### config.mk
export PLATFORM = sky130hd
export DESIGN_NAME = conv_frame_ctrl_flat
export DESIGN_NICKNAME = d
export VERILOG_FILES = /design/src/rtl/conv_frame_ctrl_pkg.sv /design/src/rtl/conv_frame_ctrl_if.sv /design/src/rtl/conv_frame_ctrl_valid_delay.sv /design/src/rtl/conv_frame_ctrl.sv /design/src/flat_wrapper.sv
export SDC_FILE = /design/constraint.sdc
export NUM_CORES = 1
export LEC_CHECK = 0
export CELL_PAD_IN_SITES_DETAIL_PLACEMENT = 2
export CELL_PAD_IN_SITES_GLOBAL_PLACEMENT = 2
export CORE_MARGIN = 10
export CORE_UTILIZATION = 28
export DETAILED_ROUTE_END_ITERATION = 10
export PLACE_DENSITY = 0.83
export SYNTH_ARGS = -nofsm -noshare
export SYNTH_HDL_FRONTEND = slang
export SYNTH_SLANG_ARGS = --single-unit
### constraint.sdc
create_clock -name clk -period 1.97 [get_ports clk]
set_clock_uncertainty 0.05 [all_clocks]
set_input_delay 0.591 -clock clk [delete_from_list [all_inputs] [get_ports clk]]
set_output_delay 0.591 -clock clk [all_outputs]
set_load 0.01 [all_outputs]
### src/rtl/conv_frame_ctrl_pkg.sv
// Shared widths, state encoding and weight types for the 3x3 convolution
// frame controller.
`timescale 1ns/1ps
package conv_frame_ctrl_pkg;

  localparam int NUM_W     = 9;
  localparam int W_WIDTH   = 17;
  localparam int PIX_WIDTH = 16;

  localparam logic [NUM_W-1:0] W_MASK_FULL = '1;

  typedef enum logic [1:0] {
    ST_IDLE  = 2'd0,
    ST_RUN   = 2'd1,
    ST_FLUSH = 2'd2,
    ST_ABORT = 2'd3
  } state_t;

  typedef logic signed [W_WIDTH-1:0] weight_t;
  typedef logic [PIX_WIDTH-1:0]      pixel_t;

endpackage

### src/rtl/conv_frame_ctrl_if.sv
// Pixel input stream and result output stream of the convolution frame
// controller; the controller sits on the slave side.
`timescale 1ns/1ps
interface conv_frame_ctrl_if;
  import conv_frame_ctrl_pkg::*;

  logic   in_valid;
  pixel_t in_data;
  logic   in_ready;
  logic   out_valid;
  pixel_t out_data;

  modport master (
    output in_valid, in_data,
    input  in_ready, out_valid, out_data
  );

  modport slave (
    input  in_valid, in_data,
    output in_ready, out_valid, out_data
  );

endinterface

### src/rtl/conv_frame_ctrl_valid_delay.sv
// Two-stage shift of the window-qualification flag, lining it up with the
// registered pipeline result.
`timescale 1ns/1ps
module conv_valid_delay (
  input  logic clk,
  input  logic rst,
  input  logic clr,
  input  logic din,
  output logic dout
);

  logic [1:0] stage;

  always_ff @(posedge clk or negedge rst) begin
    if (!rst)     stage <= '0;
    else if (clr) stage <= '0;
    else          stage <= {stage[0], din};
  end

  assign dout = stage[1];

endmodule

### src/rtl/conv_frame_ctrl.sv
// Frame sequencer for a 3x3 convolution pipeline: owns the weights, walks the
// raster, and flags which pipeline results belong to full windows.
`timescale 1ns/1ps
module conv_frame_ctrl
  import conv_frame_ctrl_pkg::*;
#(
  parameter int LENGTH = 4,
  parameter int HEIGHT = 4
) (
  input  logic                     clk,
  input  logic                     rst,
  input  logic                     start,
  input  logic                     w_we,
  input  logic [3:0]               w_addr,
  input  logic [W_WIDTH-1:0]       w_data,
  conv_frame_ctrl_if.slave         px,
  output logic [PIX_WIDTH-1:0]     pipe_x,
  output logic [NUM_W*W_WIDTH-1:0] pipe_w,
  output logic                     pipe_clr,
  input  logic [PIX_WIDTH-1:0]     pipe_y,
  output logic                     busy,
  output logic                     frame_done,
  output logic                     frame_err,
  output logic                     start_err
);

  localparam int CW = $clog2(LENGTH);
  localparam int RW = $clog2(HEIGHT);
  localparam logic [CW-1:0] COL_LAST = CW'(LENGTH - 1);
  localparam logic [RW-1:0] ROW_LAST = RW'(HEIGHT - 1);

  state_t           state, state_n;
  logic [CW-1:0]    col;
  logic [RW-1:0]    row;
  logic             flush_cnt;
  weight_t          weights [NUM_W];
  logic [NUM_W-1:0] w_mask;
  logic             start_ok, accept, qualify, w_allowed;
  logic             start_err_q, out_v;
  pixel_t           out_data_q;

  assign start_ok  = (state == ST_IDLE) && start && (w_mask == W_MASK_FULL);
  assign accept    = (state == ST_RUN) && px.in_valid;
  assign qualify   = accept && (row >= RW'(2)) && (col >= CW'(2));
  assign w_allowed = w_we && (state != ST_RUN) && (state != ST_FLUSH);

  always_ff @(posedge clk or negedge rst) begin
    if (!rst) state <= ST_IDLE;
    else      state <= state_n;
  end

  // The pipeline has no enable, so any gap in the stream during RUN aborts.
  always_comb begin
    state_n     = state;
    px.in_ready = 1'b0;
    busy        = 1'b1;
    frame_done  = 1'b0;
    frame_err   = 1'b0;
    pipe_clr    = !rst;
    case (state)
      ST_IDLE: begin
        busy = 1'b0;
        if (start_ok) state_n = ST_RUN;
      end
      ST_RUN: begin
        px.in_ready = 1'b1;
        if (!px.in_valid)                          state_n = ST_ABORT;
        else if (row == ROW_LAST && col == COL_LAST) state_n = ST_FLUSH;
      end
      ST_FLUSH: begin
        frame_done = flush_cnt;
        if (flush_cnt) state_n = ST_IDLE;
      end
      ST_ABORT: begin
        frame_err = 1'b1;
        pipe_clr  = 1'b1;
        state_n   = ST_IDLE;
      end
      default: state_n = ST_IDLE;
    endcase
  end

  always_ff @(posedge clk or negedge rst) begin
    if (!rst) begin
      col       <= '0;
      row       <= '0;
      flush_cnt <= 1'b0;
    end else begin
      flush_cnt <= (state == ST_FLUSH) ? ~flush_cnt : 1'b0;
      if (start_ok) begin
        col <= '0;
        row <= '0;
      end else if (accept) begin
        col <= (col == COL_LAST) ? '0 : col + 1'b1;
        if (col == COL_LAST) row <= row + 1'b1;
      end
    end
  end

  always_ff @(posedge clk or negedge rst) begin
    if (!rst) begin
      for (int i = 0; i < NUM_W; i++) weights[i] <= '0;
      w_mask <= '0;
    end else begin
      for (int i = 0; i < NUM_W; i++) begin
        if (w_allowed && w_addr == 4'(i)) begin
          weights[i] <= w_data;
          w_mask[i]  <= 1'b1;
        end
      end
    end
  end

  always_ff @(posedge clk or negedge rst) begin
    if (!rst) begin
      start_err_q <= 1'b0;
      out_data_q  <= '0;
    end else begin
      start_err_q <= (state == ST_IDLE) && start && (w_mask != W_MASK_FULL);
      out_data_q  <= pipe_y;
    end
  end

  conv_valid_delay u_valid_delay (
    .clk  (clk),
    .rst  (rst),
    .clr  (state == ST_ABORT),
    .din  (qualify),
    .dout (out_v)
  );

  always_comb begin
    pipe_w = '0;
    for (int i = 0; i < NUM_W; i++) pipe_w[i*W_WIDTH +: W_WIDTH] = weights[i];
  end

  assign pipe_x       = accept ? px.in_data : '0;
  assign px.out_valid = out_v;
  assign px.out_data  = out_data_q;
  assign start_err    = start_err_q;

endmodule

### src/flat_wrapper.sv
// flat-port wrapper written by rule: the top's interface ports become plain ports
module conv_frame_ctrl_flat import conv_frame_ctrl_pkg::*;
#(
  parameter int LENGTH = 4,
  parameter int HEIGHT = 4
)
  (clk, rst, start, w_we, w_addr, w_data, pipe_x, pipe_w, pipe_clr, pipe_y, busy, frame_done, frame_err, start_err, px_in_valid, px_in_data, px_in_ready, px_out_valid, px_out_data);
  conv_frame_ctrl_if px_i ();
  input  logic clk;
  input  logic rst;
  input  logic start;
  input  logic w_we;
  input  logic [3:0] w_addr;
  input  logic [W_WIDTH-1:0] w_data;
  output logic [PIX_WIDTH-1:0] pipe_x;
  output logic [NUM_W*W_WIDTH-1:0] pipe_w;
  output logic pipe_clr;
  input  logic [PIX_WIDTH-1:0] pipe_y;
  output logic busy;
  output logic frame_done;
  output logic frame_err;
  output logic start_err;
  input wire logic [$bits(px_i.in_valid)-1:0] px_in_valid;
  input wire logic [$bits(px_i.in_data)-1:0] px_in_data;
  output wire logic [$bits(px_i.in_ready)-1:0] px_in_ready;
  output wire logic [$bits(px_i.out_valid)-1:0] px_out_valid;
  output wire logic [$bits(px_i.out_data)-1:0] px_out_data;
  assign px_i.in_valid = px_in_valid;
  assign px_i.in_data = px_in_data;
  assign px_in_ready = px_i.in_ready;
  assign px_out_valid = px_i.out_valid;
  assign px_out_data = px_i.out_data;
  conv_frame_ctrl #(.LENGTH(LENGTH), .HEIGHT(HEIGHT)) u_core (.clk(clk), .rst(rst), .start(start), .w_we(w_we), .w_addr(w_addr), .w_data(w_data), .px(px_i), .pipe_x(pipe_x), .pipe_w(pipe_w), .pipe_clr(pipe_clr), .pipe_y(pipe_y), .busy(busy), .frame_done(frame_done), .frame_err(frame_err), .start_err(start_err));
endmodule
# Yosys cells after proc, flatten, opt, wreduce, memory -nomap -nowiden
# Index checks and enable logic that the tools add are counted.
op_classes:
  addsub: 2
  mul: 0
  div: 0
  order_cmp: 2
  eq_ne: 20
  shift: 0
  n_mux: 19
  n_bitwise: 1
  reduce_logical: 25
op_table:
  columns: ["cell", "n"]
  rows:
  - ["2-bit 2-to-1 mux", 11]
  - ["1-bit logical AND", 18]
  - ["4-bit by 3-bit == test with 1-bit output, second input constant", 4]
  - ["16-bit 2-to-1 mux", 1]
  - ["9-bit == test, second input constant", 1]
  - ["9-bit != test, second input constant", 1]
  - ["2-bit == test, second input constant", 4]
  - ["4-bit by 2-bit == test with 1-bit output, second input constant", 2]
  - ["2-bit case mux with 4 select lines", 1]
  - ["1-bit 2-to-1 mux", 6]
  - ["2-bit by 1-bit != test with 1-bit output, second input constant", 3]
  - ["2-bit by 1-bit adder with 2-bit output, second input constant", 2]
  - ["4-bit by 1-bit == test with 1-bit output, second input constant", 1]
  - ["4-bit == test, second input constant", 1]
  - ["2-bit greater-or-equal comparator, second input constant", 2]
  - ["4-bit logical NOT", 1]
  - ["2-bit nonzero test", 2]
  - ["3-bit != test, second input constant", 1]
  - ["3-bit AND reduction", 1]
  - ["2-bit by 1-bit == test with 1-bit output, second input constant", 1]
  - ["2-bit logical NOT", 1]
  - ["2-bit != test, second input constant", 1]
  - ["2-bit AND reduction", 1]
  - ["1-bit logical NOT", 1]
  - ["1-bit inverter", 1]
totals:
  reg_bits: 188
  latchBits: 0
  mem_bits_rw: 0
  rom_bits: 0
  inputBits: 58
  wordCells: 94
  n_memories: 0

# Longest topological paths before layout
logic_depth:
  depth_word: 5
  ltp_mapped: 6

# Hierarchy
# From an unflattened synthesis, not the netlist that was laid out.
unflattened:
  cells_unflattened: 442
  hier_area_um2: 7229.4
by_module_without_submodules:
  columns: ["mod", "instances", "cells_per_inst", "area_per_inst_um2"]
  rows:
  - ["conv_frame_ctrl", 1, 438, 7166.9]
  - ["conv_valid_delay", 1, 4, 62.6]

# Worst setup path after synthesis
# No wires, ideal clock.
synth_path:
  path_type: "input-to-reg"
  start: "in w_addr[2]"
  end: "reg u_core.weights (netlist bit u_core.pipe_w[10])"
  arrival_ps: 2013
  path_slack_ps: -218
  cell_stages: 5
  path_buffers: 2
  path_cell_list: "nand2b_1 -> clkbuf_2 -> nor4_4 -> buf_2 -> mux2_2"
synth_via:
  elab_chain_len: 2
synth_rtl:
  columns: ["element", "line", "source"]
  rows:
  - ["start, declared", "flat_wrapper.sv:13", "input logic [3:0] w_addr;"]
  - ["4-bit logical NOT", "conv_frame_ctrl.sv:106", "if (w_allowed && w_addr == 4'(i)) begin"]
  - ["1-bit logical AND", "conv_frame_ctrl.sv:106", null]
  - ["end signal, assigned by index", "conv_frame_ctrl.sv:107", "weights[i] <= w_data;"]
  - ["end, declared", "conv_frame_ctrl.sv:36", "weight_t weights [NUM_W];"]
# No other way between the ends.
# A chain may end at the register's enable or synchronous reset.

# Final worst setup path
layout_path:
  start: "reg u_core.state[0]"
  end: "out pipe_x[15]"
layout_via:
  elab_chain_len: 3
layout_rtl:
  columns: ["element", "line", "source"]
  rows:
  - ["start, declared", "conv_frame_ctrl.sv:32", "state_t state, state_n;"]
  - ["start signal, assigned", "conv_frame_ctrl.sv:49", "else state <= state_n;"]
  - ["2-bit by 1-bit == test with 1-bit output", "conv_frame_ctrl.sv:43", "assign accept = (state == ST_RUN) && px.in_valid;"]
  - ["1-bit logical AND", "conv_frame_ctrl.sv:43", null]
  - ["16-bit 2-to-1 mux", "conv_frame_ctrl.sv:137", "assign pipe_x = accept ? px.in_data : '0;"]
  - ["end, declared", "flat_wrapper.sv:15", "output logic [PIX_WIDTH-1:0] pipe_x;"]
# No other way between the ends.

==> reports/qor.txt <==
Status - complete, but fails checks
Failing checks - setup timing
Pins Over Slew Limit - 0
Fraction of layout cells with a size suffix above 1 - 42.3%
Via Count - 5112
Post-Route Setup TNS - -25.76 ns
Max Cap Viol - 0
Largest net degree at the start of global routing - 189
FMAX - 444 MHz
Final nets - 836
First-pass GRT wire length - 41.3 mm
Tcrit/Tclk final - 114%
Final worst slack - -0.283 ns
Clock root buffer - clkbuf_16
Max Root-Sink Buffers - 2
Reg2Reg Setup Slack - -0.24 ns
Mapped Cells - 440
Min cycle time layout - 2.25 ns
Yosys reg bits - 188
Synth Cell Area - 0.00725 mm2
I/O pin cnt - 250
CP required - 1.33 ns
Post-synth cell types - 38
Synth top area share - 64.9%
CP max FO - 4
Post-DP Area - 0.0107 mm2
Peak supply drop - 537 uV
RSZ-0062 raised after global routing - true
Row count - 58
CTS tree - yes
Final setup violation count - 168
DIE HEIGHT - 181 um
Chip width - 181 um
Final count of hold timing violations - 0
Post-DRT Antenna Nets - 0
P&R area growth vs syn - 66.8%
Leading area contributor after synthesis - dfrtp_1
Worst skew pair latency - 0.44 ns
DP Wirelength - 19.6 mm
Final Cell Area - 0.0121 mm2
Rel. slew slack - 26.6%
Non-filler cells in the finished layout - 1121
GP Congestion - 0.763
Seq/Total Area, Yosys - 64.9%
YS warnings - 0
Startpoint Class - register
Arrival @ worst endpoint - 1.61 ns
Die ar. - 0.0327 mm2
Avg WL per Cell - 25.8 um
Router iterations before antenna repair - 4
Total nets after synthesis - 502
GRT overflow - 0
Routed wire length - 28.9 mm
Post-Syn Area per Cell - 16.5 um2
Dpl cells - 1038
Initial antenna violation count - 3
Tot GR Track Use - 16.6%
Core Box Area - 0.0253 mm2
Ys async rst share - 100%
DRT iter0 DRCs - 219
Ys flop type - dfrtp_1
Top cells by area, synth - dfrtp_1 (65%), mux2_2 (22%), nor4_4 (2.3%)
DR DRC count - 0
Worst Tran Pin Value - 1.10 ns
Power Density - 1320 mW/mm2
Via/cell ratio - 4.56
Clock Pin Slew Worst Setup and Hold Paths - 0.08 ns
PortBufs - 249
HP Class - primary input to asynchronous set/reset pin
Total CTS buffers - 17
Worst setup path class - register to output port
H-tree depth - 4
CTS sink cnt - 188
Post-synth EDFFs - 0
Pleak - 5.84 nW
Initial Util - 28.6%
Number of global-route vias before repair - 5967
CP Capture Type - output port
## logic make-up after synthesis
logic type	synth area share, %
xor+xnor	0.501
compound gates	0.794
fa+ha+maj	0.691
simple gates	6.79
flops	64.9
mux	24.4
buf+inv	1.92
## cells in the mapped netlist (all sizes together) (4+ instances only)
| library cell | count |
|---|---|
| and2 | 18 |
| nand2b | 5 |
| dfrtp | 188 |
| clkbuf | 4 |
| mux2 | 153 |
| nor2 | 7 |
| inv | 5 |
| nand2 | 7 |
| nor4 | 9 |
| buf | 12 |
| ha | 4 |
| or2 | 10 |
## report_power, final
group / leakage, nW / switching, mW / internal, mW / total, mW
clock network: 0.301 / 1.73 / 1.84 / 3.57
registers: 2.28 / 0.926 / 5.25 / 6.17
logic: 3.26 / 2.61 / 3.60 / 6.20
total: 5.84 / 5.26 / 10.7 / 15.9
## sequential cells by signal (all words and copies together) (netlist names)
signal,flops
u_core.col,2
u_core.flush_cnt,1
u_core.pipe_w,153
u_core.px.out_data,16
u_core.row,2
u_core.start_err,1
u_core.state,2
u_core.u_valid_delay.stage,2
u_core.w_mask,9
## cell usage in the layout, fill, tap and decap left out, types with 7 or more instances in the layout
cell type,instances
and2_4,11
mux2_2,9
buf_8,9
dfrtp_1,187
nor4_4,9
and2_1,7
dlygate4sd2_1,174
clkdlybuf4s50_1,52
buf_4,29
buf_12,11
buf_6,43
clkbuf_16,21
or2_4,10
mux2_4,144
## routing by layer
layer	share of wire (%)	GRT usage (%)	vias up
met2	54	30.7	162
li1	-	-	2210
met5	0.045	0	-
met4	1.3	3.74	2
met3	7.3	6.75	25
met1	38	17.2	2713
## metrics by stage
stage | power, mW | util, % | hold WS (ns) | setup WS (ns)
3_5_place_dp | 12.6 | 42.1 | 0.407 | -0.974
3_3_place_gp | 12.2 | 42.1 | 0.375 | -0.824
2_1_floorplan | 8.55 | - | 0.245 | -0.147
6_report | 15.9 | 47.7 | 0.238 | -0.283
5_1_grt | 16.8 | 47.7 | 0.365 | -0.334
4_1_cts | 15.5 | 45.1 | 0.346 | -0.289
## path summary, 6_finish.rpt
check,from,endpoint,cells past startpoint
min reg2reg,u_core.u_valid_delay.stage[0]$_DFF_PN0_,u_core.u_valid_delay.stage[1]$_DFF_PN0_,1
min in group clk,u_core.u_valid_delay.stage[0]$_DFF_PN0_,u_core.u_valid_delay.stage[1]$_DFF_PN0_,1
max in group asynchronous,rst,u_core.pipe_w[68]$_DFFE_PN0P_,2
min,rst,u_core.col[0]$_DFFE_PN0P_,2
max reg2reg,u_core.state[1]$_DFFE_PN0P_,u_core.pipe_w[24]$_DFFE_PN0P_,9
max,u_core.state[0]$_DFFE_PN0P_,pipe_x[15],5
## worst max-delay path, cell delays in order (launching register included)
cell and delay, ns:
dfrtp_2 0.45, and3b_2 0.26, buf_6 0.13, buf_6 0.10, and2_4 0.13, buf_6 0.11
## area by class of cell
type | instances | area, um2
Multi-Input combinational cell | 232 | 3050
Clock inverter | 15 | 195
Clock buffer | 17 | 425
Sequential cell | 188 | 4710
Timing Repair Buffer | 330 | 3270
Antenna cell | 4 | 10.0
Fill cell | 2393 | 13200
Tap cell | 330 | 413
Inverter | 5 | 18.8
## timing repair
item | CTS | global route
hold buffers | 0 | 0
pin swaps | 19 | 19
resized for setup | 310 | 128
endpoints found under the setup margin | 341 | 182
cloned | 4 | 4
setup buffers | 24 | 19
No activity file was read; power rests on OpenSTA's default activity.
==> edit: new RTL, same flow settings <==
Set the package constant `PIX_WIDTH` to 14 (it was 16).
--- a/src/rtl/conv_frame_ctrl_pkg.sv
+++ b/src/rtl/conv_frame_ctrl_pkg.sv
@@ -7,3 +7,3 @@
   localparam int W_WIDTH   = 17;
-  localparam int PIX_WIDTH = 16;
+  localparam int PIX_WIDTH = 14;
 
Ports: changed (resized pipe_x, pipe_y, px_in_data and px_out_data); port bits go from 250 to 242. No check against the original RTL was run, so the function may have changed too.
==> edit against the unedited design <==
The flow still finishes with violations (negative setup slack). Critical path depth up 1. Global-route usage up 0.40 points. Final area down 1.1%. Worst setup slack better by 0.018 ns. Sequential cell count down 2. Cell count down 1.3%. Total power down 2.9%. Worst hold slack better by 0.055 ns. Synthesized area down 0.86%. Via count down 2.2%. Die area down 0.77%. Wire length down 1.9%.
==> edit: results (changes against the unedited design) <==
status complete, but fails checks; failing checks negative setup slack; comb_multi_in 230 (-0.86%); GRT Util Overall 17.0% (+0.40 points); FF+latch area 4660 µm² (-1.1%); post-synthesis register bit count 186 (-1.1%); Slowest-stage cell, CP dlygate4sd2_1; top cells by area, synth dfrtp_1 65%, mux2_2 22%, nor4_4 2.4%; fraction of area in multi-input gates 25.0% (-0.19 points); met1 Track Usage GR 18.2% (+0.93 points); drt first pass iters 3 (-1); post-DP HPWL 18,600 µm (-5.4%); Cell Area, Synth 7180 µm² (-0.86%); first-pass GRT wire length 42,200 µm (+2.2%); Port-buffer cells 241 (-3.2%); Final WS setup -0.265 ns (+0.0177 ns); clock network share of area 4.93% (-0.21 points); via count 5,000 (-2.2%); Max-Slew Margin vs Limit 40.2% (+14 points); GR Util met2 31.6% (+0.87 points); wire length on met2 15,200 µm (-2.2%); WL met1 10,900 µm (+0.38%); placer congestion estimate 0.770 (+0.92%); initial antenna violation count 1 (-2); critical path fanouts, max 3 (-1); nets 821 (-1.8%); Non-Clock Buffer Area Fraction 27.5% (+0.43 points); register area share after synthesis 64.8% (-0.13 points); share of cells above drive strength 1 42.5% (+0.21 points); Fillers 2,395 (+0.084%); drt initial violations 185 (-16%); placed instance count 1,029 (-0.87%); Worst VDD drop 0.549 mV (+2.1%); placed cell areas 10,600 µm² (-0.89%); syn nets 494 (-1.6%); setup TNS -28.36 ns (-2.60 ns); met3 Usage GRT 5.98% (-0.77 points); clock power share 21.8% (-0.6 points); worst r2r src u_core.state[0]; sw power 0.00512 W (-2.8%); final setup violating endpoints 180 (+7.1%); number of global-route vias before repair 6,167 (+3.4%); Syn Area/Cell 16.5 µm² (about the same); WL met3 1810 µm (-14%); pre-CTS WS -0.954 ns (+0.0196 ns); leak pwr 5.77 nW (-1.3%); cell count of the worst reg-to-reg path 6 (-3); routed len/inst 25.6 µm (-0.54%); worst setup path end pipe_x[1]; slowest cell delay on critical path 0.28 ns (-0.17 ns); Setup crit start px_in_valid; combinational share of power 38.7% (-0.2 points); Commonest cells post-synth 186 x dfrtp_1, 143 x mux2_2, 16 x and2_1; RR Endpoint u_core.pipe_w[150]; final instance area 12,000 µm² (-1.1%)
## edit: logic make-up (layout without fill, tap and decap cells)
family                   count (synthesis)  in the layout  share of synthesized area, %
flip-flops                             186            186                          64.8
multiplexers                           154            154                          24.6
AND/OR/NAND/NOR                         62             63                          6.67
buffers and inverters                   21            360                          1.93
AO/OA/AOI/OAI                            7              7                         0.801
adder cells (fa/ha/maj)                  4              4                         0.697
XOR/XNOR                                 2              2                         0.505
## edit: worst min path at each step
stage                           from                 end  slack [ns]
global placement    u_core.flush_cnt    u_core.flush_cnt        0.38
CTS                              rst  u_core.pipe_w[148]        0.34
finish                           rst   u_core.pipe_w[12]        0.29
detailed placement  u_core.flush_cnt    u_core.flush_cnt        0.41
floorplan                        rst       u_core.col[0]        0.25
global route                     rst   u_core.pipe_w[12]        0.32
## edit: repair_timing
action / CTS / global route
gates cloned: 10 / 0
buffers inserted: 30 / 13
pin swaps: 16 / 11
gates resized for setup: 376 / 47
setup endpoints to repair: 338 / 187
